<file path="config.mk">
export PLATFORM = sky130hd
export DESIGN_NAME = bcd_serial_adder
export DESIGN_NICKNAME = d
export VERILOG_FILES = /design/src/rtl/bcd_serial_adder_pkg.sv /design/src/rtl/bcd_serial_adder_digit.sv /design/src/rtl/bcd_serial_adder.sv
export SDC_FILE = /design/constraint.sdc
export NUM_CORES = 1
export LEC_CHECK = 0
export ABC_AREA = 1
export CORE_ASPECT_RATIO = 1.25
export CORE_UTILIZATION = 48
export CTS_CLUSTER_SIZE = 40
export DETAILED_ROUTE_END_ITERATION = 8
export DONT_BUFFER_PORTS = 1
export PLACE_DENSITY = 0.74
export SLEW_MARGIN = 15
export SYNTH_ARGS = -nofsm -noshare
export SYNTH_HDL_FRONTEND = slang
export SYNTH_SLANG_ARGS = --single-unit
</file>
<file path="constraint.sdc">
create_clock -name clk -period 2.9 [get_ports clk]
set_input_delay 0.29 -clock clk [delete_from_list [all_inputs] [get_ports clk]]
set_output_delay 0.29 -clock clk [all_outputs]
set_load 0.02 [all_outputs]
</file>
<file path="src/rtl/bcd_serial_adder_pkg.sv">
// Shared types and constants for the digit-serial BCD adder.
package bcd_serial_adder_pkg;

    localparam int unsigned DIG_W = 4;

    localparam logic [DIG_W-1:0] BCD_CORR = 4'd6;

    localparam logic [DIG_W-1:0] BCD_MAX = 4'd9;

    typedef enum logic [1:0] {
        S_IDLE = 2'd0,
        S_ADD  = 2'd1,
        S_DONE = 2'd2
    } state_t;

endpackage

</file>
<file path="src/rtl/bcd_serial_adder_digit.sv">
// One BCD digit step: binary add, decimal correction, operand validity.
module bcd_digit_add
    import bcd_serial_adder_pkg::*;
(
    input  logic [DIG_W-1:0] i_a,
    input  logic [DIG_W-1:0] i_b,
    input  logic             i_cin,
    output logic [DIG_W-1:0] o_sum_c,
    output logic             o_cout_c,
    output logic             o_valid_c
);

    logic [DIG_W:0] w_bin;

    // Binary sum and decimal correction; >9 also covers the binary-carry case
    always_comb begin
        w_bin     = (DIG_W+1)'(i_a) + (DIG_W+1)'(i_b) + (DIG_W+1)'(i_cin);
        o_cout_c  = (w_bin > (DIG_W+1)'(BCD_MAX));
        o_sum_c   = o_cout_c ? DIG_W'(w_bin[DIG_W-1:0] + BCD_CORR) : w_bin[DIG_W-1:0];
        o_valid_c = (i_a <= BCD_MAX) && (i_b <= BCD_MAX);
    end

endmodule

</file>
<file path="src/rtl/bcd_serial_adder.sv">
// Digit-serial packed-BCD adder: one digit pair per cycle, LSB first.
module bcd_serial_adder
    import bcd_serial_adder_pkg::*;
#(
    parameter int unsigned DIGITS = 4
) (
    input  logic                    clk,
    input  logic                    reset,
    input  logic                    start,
    input  logic [4*DIGITS-1:0]     inA,
    input  logic [4*DIGITS-1:0]     inB,
    input  logic                    carryIn,
    output logic                    busy,
    output logic                    done,
    output logic [4*DIGITS-1:0]     sumBCD,
    output logic                    acarreoBCD,
    output logic                    sumVal
);

    localparam int unsigned W     = DIG_W * DIGITS;
    localparam int unsigned IDX_W = (DIGITS > 1) ? $clog2(DIGITS) : 1;

    state_t             r_state;
    state_t             w_state_nxt;
    logic [W-1:0]       r_a;
    logic [W-1:0]       r_b;
    logic [W-1:0]       r_sum;
    logic               r_carry;
    logic               r_valid;
    logic [IDX_W-1:0]   r_idx;

    logic [DIG_W-1:0]   w_sum_dig;
    logic               w_cout;
    logic               w_dig_valid;
    logic               w_last;
    logic [W-1:0]       w_sum_nxt;

    // Single time-shared digit adder, always fed from the low digit of the operand shifters
    bcd_digit_add u_digit (
        .i_a       (r_a[DIG_W-1:0]),
        .i_b       (r_b[DIG_W-1:0]),
        .i_cin     (r_carry),
        .o_sum_c   (w_sum_dig),
        .o_cout_c  (w_cout),
        .o_valid_c (w_dig_valid)
    );

    // Last-digit detect and sum shift-in from the top
    always_comb begin
        w_last    = (r_idx == IDX_W'(DIGITS - 1));
        w_sum_nxt = (r_sum >> DIG_W) | (W'(w_sum_dig) << (W - DIG_W));
    end

    // State register
    always_ff @(posedge clk) begin
        if (reset) begin
            r_state <= S_IDLE;
        end else begin
            r_state <= w_state_nxt;
        end
    end

    // Next-state logic
    always_comb begin
        w_state_nxt = r_state;
        case (r_state)
            S_IDLE:  if (start) w_state_nxt = S_ADD;
            S_ADD:   if (w_last) w_state_nxt = S_DONE;
            S_DONE:  w_state_nxt = S_IDLE;
            default: w_state_nxt = S_IDLE;
        endcase
    end

    // Datapath and registered outputs
    always_ff @(posedge clk) begin
        if (reset) begin
            r_a        <= '0;
            r_b        <= '0;
            r_sum      <= '0;
            r_carry    <= 1'b0;
            r_valid    <= 1'b0;
            r_idx      <= '0;
            busy       <= 1'b0;
            done       <= 1'b0;
            sumBCD     <= '0;
            acarreoBCD <= 1'b0;
            sumVal     <= 1'b0;
        end else begin
            busy <= (w_state_nxt != S_IDLE);
            done <= (w_state_nxt == S_DONE);
            case (r_state)
                S_IDLE: begin
                    if (start) begin
                        r_a     <= inA;
                        r_b     <= inB;
                        r_carry <= carryIn;
                        r_idx   <= '0;
                        r_valid <= 1'b1;
                        r_sum   <= '0;
                    end
                end
                S_ADD: begin
                    r_a     <= r_a >> DIG_W;
                    r_b     <= r_b >> DIG_W;
                    r_carry <= w_cout;
                    r_idx   <= r_idx + IDX_W'(1);
                    r_valid <= r_valid & w_dig_valid;
                    r_sum   <= w_sum_nxt;
                    if (w_last) begin
                        sumBCD     <= w_sum_nxt;
                        acarreoBCD <= w_cout;
                        sumVal     <= r_valid & w_dig_valid;
                    end
                end
                default: ;
            endcase
        end
    end

endmodule

</file>
# ---- Yosys cells after proc, flatten, opt, wreduce, memory -nomap -nowiden
# Index checks and enable logic that the tools add are counted.
dict set report classes {
  add_sub_neg 4
  magnitude_cmp 3
  eq_ne 4
  mux 16
  n_bitwise 2
  reduce_logical 6
}
# cell count
set op_table {}
lappend op_table {{16-bit case mux with 2 select lines} 3}
lappend op_table {{16-bit two-way mux} 3}
lappend op_table {{12-bit by 16-bit bitwise OR with 16-bit output} 1}
lappend op_table {{4-bit <= comparator, second input constant} 2}
lappend op_table {{2-bit case mux with 2 select lines} 2}
lappend op_table {{2-bit two-way mux} 3}
lappend op_table {{4-bit by 4-bit adder with 5-bit output} 1}
lappend op_table {{5-bit by 1-bit adder with 5-bit output} 1}
lappend op_table {{5-bit by 4-bit > comparator with 1-bit output, second input constant} 1}
lappend op_table {{4-bit by 3-bit adder with 4-bit output, second input constant} 1}
lappend op_table {{2-bit == test, second input constant} 2}
lappend op_table {{4-bit two-way mux} 1}
lappend op_table {{1-bit case mux with 2 select lines} 2}
lappend op_table {{2-bit AND reduction} 2}
lappend op_table {{2-bit nonzero test} 2}
lappend op_table {{2-bit by 1-bit adder with 2-bit output, second input constant} 1}
lappend op_table {{2-bit by 1-bit == test with 1-bit output, second input constant} 1}
lappend op_table {{2-bit logical NOT} 1}
lappend op_table {{1-bit two-way mux} 2}
lappend op_table {{2-bit != test, second input constant} 1}
lappend op_table {{1-bit bitwise AND} 1}
lappend op_table {{1-bit logical AND} 1}
dict set report totals {
  ff_bits 74
  input_bits 36
  out_inout_bits 20
  wordCells 47
}

# ---- Depth between registers and ports, before layout
# Gate-level depths: netlist of the first run.
dict set report depth {
  word_depth 6
  ltp_mapped 15
  mapped_depth_nobuf 15
}

# ---- Cells and area by module
# Synthesis of the first run repeated with hierarchy kept, for this count alone.
dict set report unflattened {
  cells_unflattened 458
  hier_area_um2 3189.3
}
# module instances cells_per_inst area_per_inst_um2 seq_area_each_um2
set by_module_without_submodules {}
lappend by_module_without_submodules {bcd_serial_adder 1 408 2872.8 1401.3}
lappend by_module_without_submodules {bcd_digit_add 1 50 316.6 0.0}

# ---- Worst setup path before layout of the first run
# No wires, ideal clock.
dict set report synth_path {
  path_type {register -> register}
  startpoint {reg r_a[0]}
  endpoint {reg sumBCD[15]}
  setup_ns 0.113
  arrival_ns 2.181
  required_ns 2.787
  slack_ns 0.606
  path_stages_with_launch 16
  n_path_buf 0
  period_less_slack_ns 2.294
  path_cell_list {dfxtp_1 > fa_1 > fa_1 > inv_1 > nand2_2 > nand2_2 > ha_1 > inv_1 > nor2_1 > a21oi_4 > nand2_4 > nand2_4 > nand2_1 > nand2_2 > o21ai_1 > inv_1}
}
dict set report synth_between {
  elab_chain_len 5
  word_cells_on_any_way 6
  classes_between {add/sub (3); order compare (1); mux (1); bitwise (1)}
}
# element line
set synth_lines {}
lappend synth_lines {{start: declaration} bcd_serial_adder.sv:25} ;# logic [W-1:0] r_a;
lappend synth_lines {{start signal: assignment} bcd_serial_adder.sv:94} ;# r_a <= inA;
lappend synth_lines {{start signal: assignment} bcd_serial_adder.sv:103} ;# r_a <= r_a >> DIG_W;
lappend synth_lines {{4-bit by 4-bit adder with 5-bit output (*)} bcd_serial_adder_digit.sv:17} ;# w_bin = (DIG_W+1)'(i_a) + (DIG_W+1)'(i_b) + (DIG_W+1)'(i_cin);
lappend synth_lines {{5-bit by 1-bit adder with 5-bit output (*)} bcd_serial_adder_digit.sv:17}
lappend synth_lines {{4-bit by 3-bit adder with 4-bit output / 5-bit by 4-bit > comparator with 1-bit output (equally long branches)} {bcd_serial_adder_digit.sv:19, bcd_serial_adder_digit.sv:18}}
lappend synth_lines {{4-bit two-way mux (*)} bcd_serial_adder_digit.sv:19} ;# o_sum_c = o_cout_c ? DIG_W'(w_bin[DIG_W-1:0] + BCD_CORR) : w_bin[DIG_W-1:0];
lappend synth_lines {{12-bit by 16-bit bitwise OR with 16-bit output (*)} bcd_serial_adder.sv:51} ;# w_sum_nxt = (r_sum >> DIG_W) | (W'(w_sum_dig) << (W - DIG_W));
lappend synth_lines {{end signal: assignment} bcd_serial_adder.sv:110} ;# sumBCD <= w_sum_nxt;
lappend synth_lines {{end: declaration} bcd_serial_adder.sv:15} ;# output logic [4*DIGITS-1:0] sumBCD,
# Mark *: on every way between the ends. The rest lies on a longest branch, timed or not.
# A chain may end at the register's enable or synchronous reset.

# ---- Worst setup path after layout of the first run
dict set report layout_path {
  startpoint {reg r_a[0]}
  endpoint {reg r_sum[14]}
}
dict set report layout_between {
  elab_chain_len 6
  word_cells_on_any_way 7
  classes_between {add/sub (3); order compare (1); mux (2); bitwise (1)}
}
# element line
set layout_lines {}
lappend layout_lines {{4-bit by 4-bit adder with 5-bit output (*)} bcd_serial_adder_digit.sv:17}
lappend layout_lines {{5-bit by 1-bit adder with 5-bit output (*)} bcd_serial_adder_digit.sv:17}
lappend layout_lines {{4-bit by 3-bit adder with 4-bit output / 5-bit by 4-bit > comparator with 1-bit output (equally long branches)} {bcd_serial_adder_digit.sv:19, bcd_serial_adder_digit.sv:18}}
lappend layout_lines {{4-bit two-way mux (*)} bcd_serial_adder_digit.sv:19}
lappend layout_lines {{12-bit by 16-bit bitwise OR with 16-bit output (*)} bcd_serial_adder.sv:51}
lappend layout_lines {{16-bit case mux with 2 select lines (*)} bcd_serial_adder.sv:91} ;# case (r_state)
lappend layout_lines {{end signal: assignment} bcd_serial_adder.sv:108} ;# r_sum <= w_sum_nxt;
lappend layout_lines {{end: declaration} bcd_serial_adder.sv:27} ;# logic [W-1:0] r_sum;
# Marked as above.

==> results of run 1 <==
-- layout by cell type, fill, tap and decap left out, types with 2 or more instances in the layout --
| master | netlist | routed |
|---|---|---|
| a22oi_1 | 3 | 3 |
| buf_4 | 3 | 2 |
| o21ai_1 | 10 | 10 |
| inv_2 | 3 | 3 |
| bufinv_16 | 0 | 2 |
| dfxtp_1 | 70 | 70 |
| a21oi_2 | 4 | 4 |
| nand3_1 | 17 | 17 |
| o21ai_0 | 36 | 36 |
| clkbuf_8 | 0 | 12 |
| ha_1 | 5 | 5 |
| nand2_1 | 89 | 89 |
| nand2_4 | 2 | 2 |
| dlygate4sd3_1 | 0 | 3 |
| inv_1 | 17 | 17 |
| nand2_2 | 7 | 7 |
| nor2_1 | 36 | 36 |
| mux2i_1 | 6 | 6 |
| a21oi_1 | 38 | 38 |
| a31oi_1 | 3 | 3 |
| fa_1 | 2 | 2 |
-- layer usage --
layer / global-route usage [%] / routed length (um) / up-vias
li1: - / - / 1232
met1: 26.3 / 3020 / 1126
met2: 33.9 / 3160 / 63
met3: 7.92 / 416 / 8
met4: 9.98 / 96 / 0
met5: 0 / 0 / -
-- synth_stat cells --
library cell / instances
nand2_1: 89
dfxtp_1: 70
a21oi_1: 38
nor2_1: 36
o21ai_0: 36
inv_1: 17
nand3_1: 17
o21ai_1: 10
clkbuf_1: 8
nand2_2: 7
buf_2: 6
mux2i_1: 6
ha_1: 5
a21oi_2: 4
a22oi_1: 3
a31oi_1: 3
buf_4: 3
inv_2: 3
buf_6: 2
clkbuf_2: 2
fa_1: 2
nand2_4: 2
a21oi_4: 1
a221oi_1: 1
inv_6: 1
nand3_2: 1
nand3b_1: 1
nor2_2: 1
nor2_4: 1
o211ai_1: 1
-- through the flow --
stage	instance area, sq um	hold slack, ns	utilization (%)	power [mW]	setup WS (ns)
after floorplan	2950	0.434	-	1.27	0.606
after global placement	2950	0.358	50.4	1.29	0.540
after detailed placement	2950	0.361	50.4	1.30	0.425
after CTS	3210	0.00166	54.9	2.21	0.408
after global routing	3210	0.00325	54.9	2.29	0.205
final	3210	0.0151	54.9	2.20	0.393
-- timing repair --
item,in CTS,in global routing
hold buffers,3,0
resized for setup,0,0
endpoints found under the hold margin,20,0
-- registers in the layout, indices dropped and copies added (netlist names) --
register and count:
r_idx 2, done 1, r_state 2, r_carry 1
r_a 16, r_b 16, acarreoBCD 1, sumVal 1
sumBCD 16, busy 1, r_valid 1, r_sum 12
-- cell type report --
| class | count | share of cell area [%] |
|---|---|---|
| inverter | 21 | 2.61 |
| multi-input combinational | 265 | 41.9 |
| sequential | 70 | 43.6 |
| tap | 82 | 3.19 |
| clock buffer | 13 | 5.25 |
| timing repair buffer | 5 | 1.40 |
| clock inverter | 3 | 2.02 |
-- power by group through the flow --
stage	clock, mW	sequential [mW]	combinational [mW]
2_1_floorplan	0	1.05	0.215
4_1_cts	0.920	1.04	0.256
6_report	0.906	1.04	0.256
3_3_place_gp	0	1.06	0.233
5_1_grt	0.960	1.04	0.286
3_5_place_dp	0	1.06	0.243
-- worst paths after layout --
path | cells past startpoint | start | end
setup / recovery | 15 | r_a[0] | r_sum[14]
hold / removal | 1 | reset | r_carry
setup reg to reg | 15 | r_a[0] | r_sum[14]
hold reg to reg | 2 | r_a[11] | r_a[7]
-- cell families after synthesis --
group,count (synthesis),synth area share (%)
buf+inv,42,6.75
fa+ha+maj,7,3.48
mux,6,2.04
compound gates,97,18.0
simple gates,155,22.2
flops,70,47.5
-- worst reg2reg max path, delay by kind of cell (launching register included) --
kind	cells	cell delay, ns
AND/OR/NAND/NOR	8	0.72
flip-flops	1	0.33
AO/OA/AOI/OAI	2	0.11
buffers and inverters	2	0.15
adder cells (fa/ha/maj)	3	1.06
==> impl_metrics.tcl, run 1 <==
set metrics [dict create \
    status "completed" \
    n_fill_cell 552 \
    fp.dieH_um 89.6 \
    grt_pass1_vias 2236 \
    clk_transition_reported_paths_ns 0.07 \
    crit_family "adder cells" \
    track_usage_pct 21.5 \
    clockPowerShare_pct 41.2 \
    cts_sinks 70 \
    cp_num_buf_inv 2 \
    synth_area_leaders "dfxtp_1, nand2_1, a21oi_1" \
    crit_type "flop to flop" \
    multi_input_comb_area_sq_mm 0.00135 \
    drtAntennaViolNets 0 \
    viasPerCell 5.29 \
    gp_congestion 0.960 \
    num_rows 31 \
    drive_gt1_share_pct 10.1 \
    area.sequential_sq_mm 0.00140 \
    hold_viol 0 \
    grt_max_degree 38 \
    intPower_mw 1.65 \
    ys_seq_area_share_pct 47.5 \
    worst_pin_slew_ns 0.905 \
    synth_top_area_cell "dfxtp_1" \
    drt-pass1-iter-count 6 \
    p_switching_mw 0.552 \
    antenna_found_initial 0 \
    cp-start-kind "flop" \
    setup_viol 0 \
    pwr-share-seq_pct 47.2 \
    cpPeakStageDelay_ns 0.48 \
    h-tree-depth 3 \
    switching_share_pct 25.1 \
    syn_to_final_growth_pct 9.04 \
    relSlewSlack_pct 39.5 \
    post-dp-hpwl_um 4180 \
    power_frac_comb_pct 11.6 \
    die-width_um 72.1 \
    cp_common_cell "nand2_1" \
    routed_wl_um 6690 \
    num_antenna_cells 0 \
    synth_area_per_cell_sq_um 7.82 \
    start_util_pct 50.3 \
    core_sq_mm 0.00586 \
    synth_fp_nets 420 \
    r2r_slack_ns 0.39 \
    crit_required_ns 3.09 \
    clock_path_buffers 2 \
    ys_ff_latch 70 \
    end_kind "flop" \
    instances_no_fill 459 \
    io_pins 56 \
    nNetsFinal 415 \
    cp_data_arrival_time_ns 2.70 \
    route.detailed.drc 0 \
    placedCellCount 440 \
    avgRoutedWirePerCell_um 14.6 \
    skew_ns 0.00616 \
    first_iter_violations 171 \
    fmax_mhz 399 \
    critPathSlowestCell "fa_1" \
    cts_made_buffers 9 \
    fin_crit_sh_pct 86.4 \
    cap_violations 0 \
    crit_path_max_fanout 5 \
    die-area_sq_mm 0.00646 \
    clockRootBuffer "clkbuf_8" \
    grt.overflow.total 0 \
    fin_setup_tns_ns 0 \
    min_period_ns 2.51 \
    worstSkewPairLatency_ns 0.34 \
    num_vias 2429 \
    synth.distinct_cells 30 \
    power.leakage_nw 1.34 \
    grt_pass1_wl_um 10500 \
    cts_tree "done" \
    portBuffers 0 \
    synth_warnings 0 \
    peakVddDrop_v 0.000291 \
    drv_slew 0 \
    synth_area_sq_mm 0.00295 \
    min_path_type "input port to flop" \
    post-cts-setup-buffer-count 0 \
    p_per_area_mw_per_mm2 684 \
    crit_chain "fa_1, fa_1, inv_1, nand2_2, nand2_2, ha_1, inv_1, nor2_1, a21oi_4, nand2_4, nand2_4, nand2_1, nand2_1, nand2_1, a21oi_2" \
    synthCells 377 \
    synth_top_cell_area_share_pct 47.5 \
    grt_setup_unrepaired "false" \
]
(Power assumes the default switching activity.)
==> run 2, diff against run 1 <==
--- a/config.mk
+++ b/config.mk
@@ -11,6 +11,8 @@
 export CTS_CLUSTER_SIZE = 40
 export DETAILED_ROUTE_END_ITERATION = 8
 export DONT_BUFFER_PORTS = 1
+export GPL_ROUTABILITY_DRIVEN = 0
+export GPL_TIMING_DRIVEN = 0
 export PLACE_DENSITY = 0.74
 export SLEW_MARGIN = 15
 export SYNTH_ARGS = -nofsm -noshare
==> run 2 against run 1 <==
Combinational power grew 7%. Non-clock buffer count grew 16. Total power down 6.1%. Register-to-register slack barely moved. Via count grew 3.3%. Sequential share of layout area is 0.34 points lower. Utilization increased by 0.43 points. Worst setup slack improved by 0.0017 ns. Cell count increased by 3.5%. Critical path depth shrank 2. Critical path type unchanged.
==> impl_metrics.tcl, run 2 (synthesized netlist as in run 1, its figures left out) <==
set metrics [dict create \
    crit_required_ns 3.17 \
    clockRootBuffer "clkbuf_8" \
    top_layer "met4" \
    start_util_pct 50.3 \
    clock_path_buffers 2 \
    die-area_sq_mm 0.00646 \
    die-width_um 72.1 \
    core_sq_mm 0.00586 \
    cts_resized 0 \
    power.leakage_nw 1.37 \
    reg2reg_depth 13 \
    drt-pass1-iter-count 4 \
    mostFrequentLayoutCell "nand2_1" \
    portBuffers 0 \
    drive_gt1_share_pct 12.7 \
    num_antenna_cells 0 \
    reg_top3 "r_a: 16 flops, r_b: 16 flops, sumBCD: 16 flops" \
    grt_pass1_vias 2358 \
    fin_setup_tns_ns 0 \
    peakVddDrop_v 0.000356 \
    track_usage_pct 23.7 \
    fmax_mhz 399 \
    min_path_type "input port to flop" \
    end_kind "flop" \
    skew_ns 0.00934 \
    clk_transition_reported_paths_ns 0.07 \
    relSlewSlack_pct 60.5 \
    most-common-layout-cells "nand2_1, dfxtp_1, a21oi_1" \
    intPower_mw 1.49 \
    cts_sinks 70 \
    ctsHoldBuffers 0 \
    pwr-share-seq_pct 50.2 \
    syn_to_final_growth_pct 9.89 \
    num_rows 31 \
    cts_made_buffers 9 \
    route.detailed.drc 0 \
    antenna_found_initial 0 \
    status "completed" \
    wl_met3_um 519 \
    switching_share_pct 27.7 \
    viasPerCell 5.28 \
    num_vias 2508 \
    fin_crit_sh_pct 86.4 \
    cp_data_arrival_time_ns 2.78 \
    crit_type "flop to flop" \
    first_iter_violations 167 \
    holdPathStages 2 \
    holdWs_ns 0.0902 \
    drtAntennaViolNets 0 \
    wl_met2_um 3270 \
    hold_viol 0 \
    worst_pin_slew_ns 0.593 \
    grt_pass1_wl_um 11400 \
    io_pins 56 \
    clockPowerShare_pct 36.5 \
    power_frac_comb_pct 13.2 \
    grt.overflow.total 0 \
    post-cts-setup-buffer-count 0 \
    cap_violations 0 \
    min_period_ns 2.51 \
    grt_setup_unrepaired "false" \
    fp.dieH_um 89.6 \
    nNetsFinal 431 \
    m1WireLength_um 2960 \
    p_switching_mw 0.572 \
    crit_path_max_fanout 5 \
    post-dp-hpwl_um 4900 \
    worstSkewPairLatency_ns 0.35 \
    routed_wl_um 6940 \
    grt_max_degree 13 \
    p_per_area_mw_per_mm2 637 \
    setup_viol 0 \
    cp-start-kind "flop" \
    h-tree-depth 3 \
    drv_slew 0 \
    avgRoutedWirePerCell_um 14.6 \
    cts_tree "done" \
]
[run 2: cell types whose count changed in the layout (fill, tap and decap cells not counted), moves of 3 or more]
cell           change
buf_2              +6
clkbuf_1           +7
clkbuf_8           -3
clkinv_2           +3
dlygate4sd3_1      -3
[run 2: final timing paths]
kind | slack (ns) | startpoint | to
worst max-delay path | 0.39 | r_a[0] | r_sum[15]
worst min-delay path | 0.09 | inA[15] | r_a[15]
worst max register to register | 0.39 | r_a[0] | r_sum[15]
worst min register to register | 0.46 | r_a[10] | r_a[6]
[run 2: stage by stage]
stage          instances  util (%)  power (mW)  setup WS [ns]  area (sq um)
2_1_floorplan        377         -        1.27          0.606          2950
3_3_place_gp         459      52.1        1.32          0.477          3050
3_5_place_dp         459      52.1        1.33          0.447          3050
4_1_cts              475      55.3        2.08          0.406          3240
5_1_grt              475      55.3        2.16          0.227          3240
6_report             475      55.3        2.06          0.395          3240
[run 2: layout make-up]
class / instances / area [sq um]
Multi-Input combinational cell: 265 / 1350
Buffer: 21 / 115
Fill cell: 537 / 2620
Clock inverter: 7 / 65.1
Tap cell: 82 / 103
Sequential cell: 70 / 1400
Inverter: 21 / 83.8
Clock buffer: 9 / 124
[run 2: critical path: stages (launching register included)]
cell	delay [ns]
dfxtp_1	0.34
fa_1	0.49
fa_1	0.57
inv_1	0.08
ha_1	0.20
inv_1	0.08
nor2_1	0.06
a21oi_4	0.13
nand2_4	0.08
nand2_4	0.08
nand2_1	0.07
nand2_2	0.07
nand2_2	0.07
a21oi_2	0.12
[run 2: routing by layer]
| metal | track usage, % | vias up |
|---|---|---|
| li1 | - | 1261 |
| met4 | 13.0 | 0 |
| met5 | 0 | - |
| met1 | 30.0 | 1153 |
| met3 | 5.25 | 14 |
| met2 | 37.7 | 80 |
[run 2: power groups by stage]
stage                     sequential, mW  clock [mW]  combinational [mW]
after floorplan                     1.05           0               0.215
after global placement              1.06           0               0.263
after detailed placement            1.06           0               0.268
after CTS                           1.04       0.768               0.272
after global routing                1.04       0.811               0.309
final                               1.04       0.754               0.273
==> run 3, diff against run 2 <==
--- a/config.mk
+++ b/config.mk
@@ -6,7 +6,7 @@
 export NUM_CORES = 1
 export LEC_CHECK = 0
 export ABC_AREA = 1
-export CORE_ASPECT_RATIO = 1.25
+export CORE_ASPECT_RATIO = 0.6
 export CORE_UTILIZATION = 48
 export CTS_CLUSTER_SIZE = 40
 export DETAILED_ROUTE_END_ITERATION = 8
@@ -14,7 +14,6 @@
 export GPL_ROUTABILITY_DRIVEN = 0
 export GPL_TIMING_DRIVEN = 0
 export PLACE_DENSITY = 0.74
-export SLEW_MARGIN = 15
 export SYNTH_ARGS = -nofsm -noshare
 export SYNTH_HDL_FRONTEND = slang
 export SYNTH_SLANG_ARGS = --single-unit
==> run 3 against run 2 <==
Fmax shrank 1.5%. Non-clock buffer count stayed put. Die area up 0.12%. Clock-buffer cell count up 3. Cell area down 0.27%. Cell count is 0.42% lower. Wire length grew 4.6%. Largest cell class unchanged. Global-route usage increased by 1.3 points. Clock skew is 0.0020 ns lower. Sequential share of layout area rose by 0.12 points.
==> impl_metrics.tcl, run 3 (synthesized netlist as in run 1, its figures left out) <==
set metrics [dict create \
    reg2reg_to "sumBCD[15]" \
    num_rows 21 \
    reg_top3 "r_a: 16 flops, r_b: 16 flops, sumBCD: 16 flops" \
    grt_pass1_vias 2403 \
    peakVddDrop_v 0.000283 \
    cp-start-kind "flop" \
    start_util_pct 51.2 \
    first_iter_violations 135 \
    die-width_um 103 \
    status "completed" \
    num_antenna_cells 0 \
    fp.dieH_um 62.7 \
    num_vias 2504 \
    clockRootBuffer "clkbuf_8" \
    grt.overflow.total 0 \
    min_path_type "input port to flop" \
    grt_setup_unrepaired "false" \
    fin_setup_tns_ns 0 \
    grt_max_degree 12 \
    end_kind "flop" \
    setup_viol 0 \
    clk_transition_reported_paths_ns 0.07 \
    min_period_ns 2.54 \
    avgRoutedWirePerCell_um 15.3 \
    p_per_area_mw_per_mm2 642 \
    most-common-layout-cells "nand2_1, dfxtp_1, a21oi_1" \
    viasPerCell 5.29 \
    crit_path_max_fanout 5 \
    post-dp-hpwl_um 5240 \
    cp_data_arrival_time_ns 2.79 \
    worst_pin_slew_ns 0.607 \
    clock_path_buffers 2 \
    route.detailed.drc 0 \
    hold_end "r_a[15]" \
    h-tree-depth 3 \
    cts_sinks 70 \
    routed_wl_um 7260 \
    drt-pass1-iter-count 4 \
    post-cts-setup-buffer-count 0 \
    holdWs_ns 0.0804 \
    drtAntennaViolNets 0 \
    grt_pass1_wl_um 11900 \
    track_usage_pct 25.0 \
    nNetsFinal 431 \
    drive_gt1_share_pct 12.0 \
    power.leakage_nw 1.36 \
    min-delay-start "inA[15]" \
    antenna_found_initial 0 \
    die-area_sq_mm 0.00647 \
    r2r_start "r_a[0]" \
    ctsHoldBuffers 0 \
    fin_crit_sh_pct 87.7 \
    fmax_mhz 393 \
    worstSkewPairLatency_ns 0.35 \
    skew_ns 0.00730 \
    crit_type "flop to flop" \
    relSlewSlack_pct 59.5 \
    mostFrequentLayoutCell "nand2_1" \
    portBuffers 0 \
    core_sq_mm 0.00575 \
    hold_viol 0 \
    cap_violations 0 \
    r2r_slack_ns 0.36 \
    cts_made_buffers 9 \
    reg2reg_depth 15 \
    holdPathStages 2 \
    power_mw 2.07 \
    cts_tree "done" \
    crit_required_ns 3.15 \
    drv_slew 0 \
    syn_to_final_growth_pct 9.59 \
    cts_resized 0 \
    io_pins 56 \
]
run 3: through the flow:
step                      std cells  setup WS, ns  util [%]  instance area, sq um
after CTS                       473         0.381      56.1                  3230
after floorplan                 377         0.606         -                  2950
final                           473         0.357      56.1                  3230
after global placement          457         0.443      53.0                  3050
after detailed placement        457         0.394      53.0                  3050
after global routing            473         0.198      56.1                  3230
run 3: critical path: stages (launching register included):
cell and delay, ns:
dfxtp_1 0.34, fa_1 0.49, fa_1 0.40, inv_1 0.08, nand2_2 0.05, nand2_2 0.10
ha_1 0.19, inv_1 0.07, nor2_1 0.16, a21oi_4 0.05, nand2_4 0.09, nand2_4 0.07
nand2_1 0.09, nand2_2 0.08, o21ai_1 0.13, inv_1 0.05
run 3: power by group:
group / total (mW) / internal (mW) / switching (mW)
sequential: 1.04 / 1.01 / 0.0314
clock: 0.755 / 0.395 / 0.359
combinational: 0.282 / 0.0961 / 0.186
run 3: worst max path at each step:
stage	from	endpoint	slack [ns]
2_1_floorplan	r_a[0]	sumBCD[15]	0.61
3_3_place_gp	r_a[0]	r_sum[14]	0.44
3_5_place_dp	r_a[0]	sumBCD[15]	0.39
4_1_cts	r_a[0]	sumBCD[15]	0.38
5_1_grt	r_a[0]	sumBCD[14]	0.20
6_report	r_a[0]	sumBCD[15]	0.36
run 3: routing by layer:
| metal | routed length [um] | global-route usage, % | part of all wire [%] | vias up |
|---|---|---|---|---|
| li1 | - | - | - | 1263 |
| met1 | 3460 | 34.8 | 48 | 1148 |
| met2 | 2970 | 34.8 | 41 | 80 |
| met3 | 701 | 10.2 | 9.7 | 13 |
| met4 | 135 | 8.45 | 1.9 | 0 |
| met5 | 0 | 0 | 0 | - |
run 3: final cells by class:
class	instances	area, sq um
clock inverters	4	47.5
inverters	21	83.8
multi-input cells	265	1350
flip-flops and latches	70	1400
fillers	543	2520
well taps	80	100
plain buffers	21	115
clock buffers	12	135
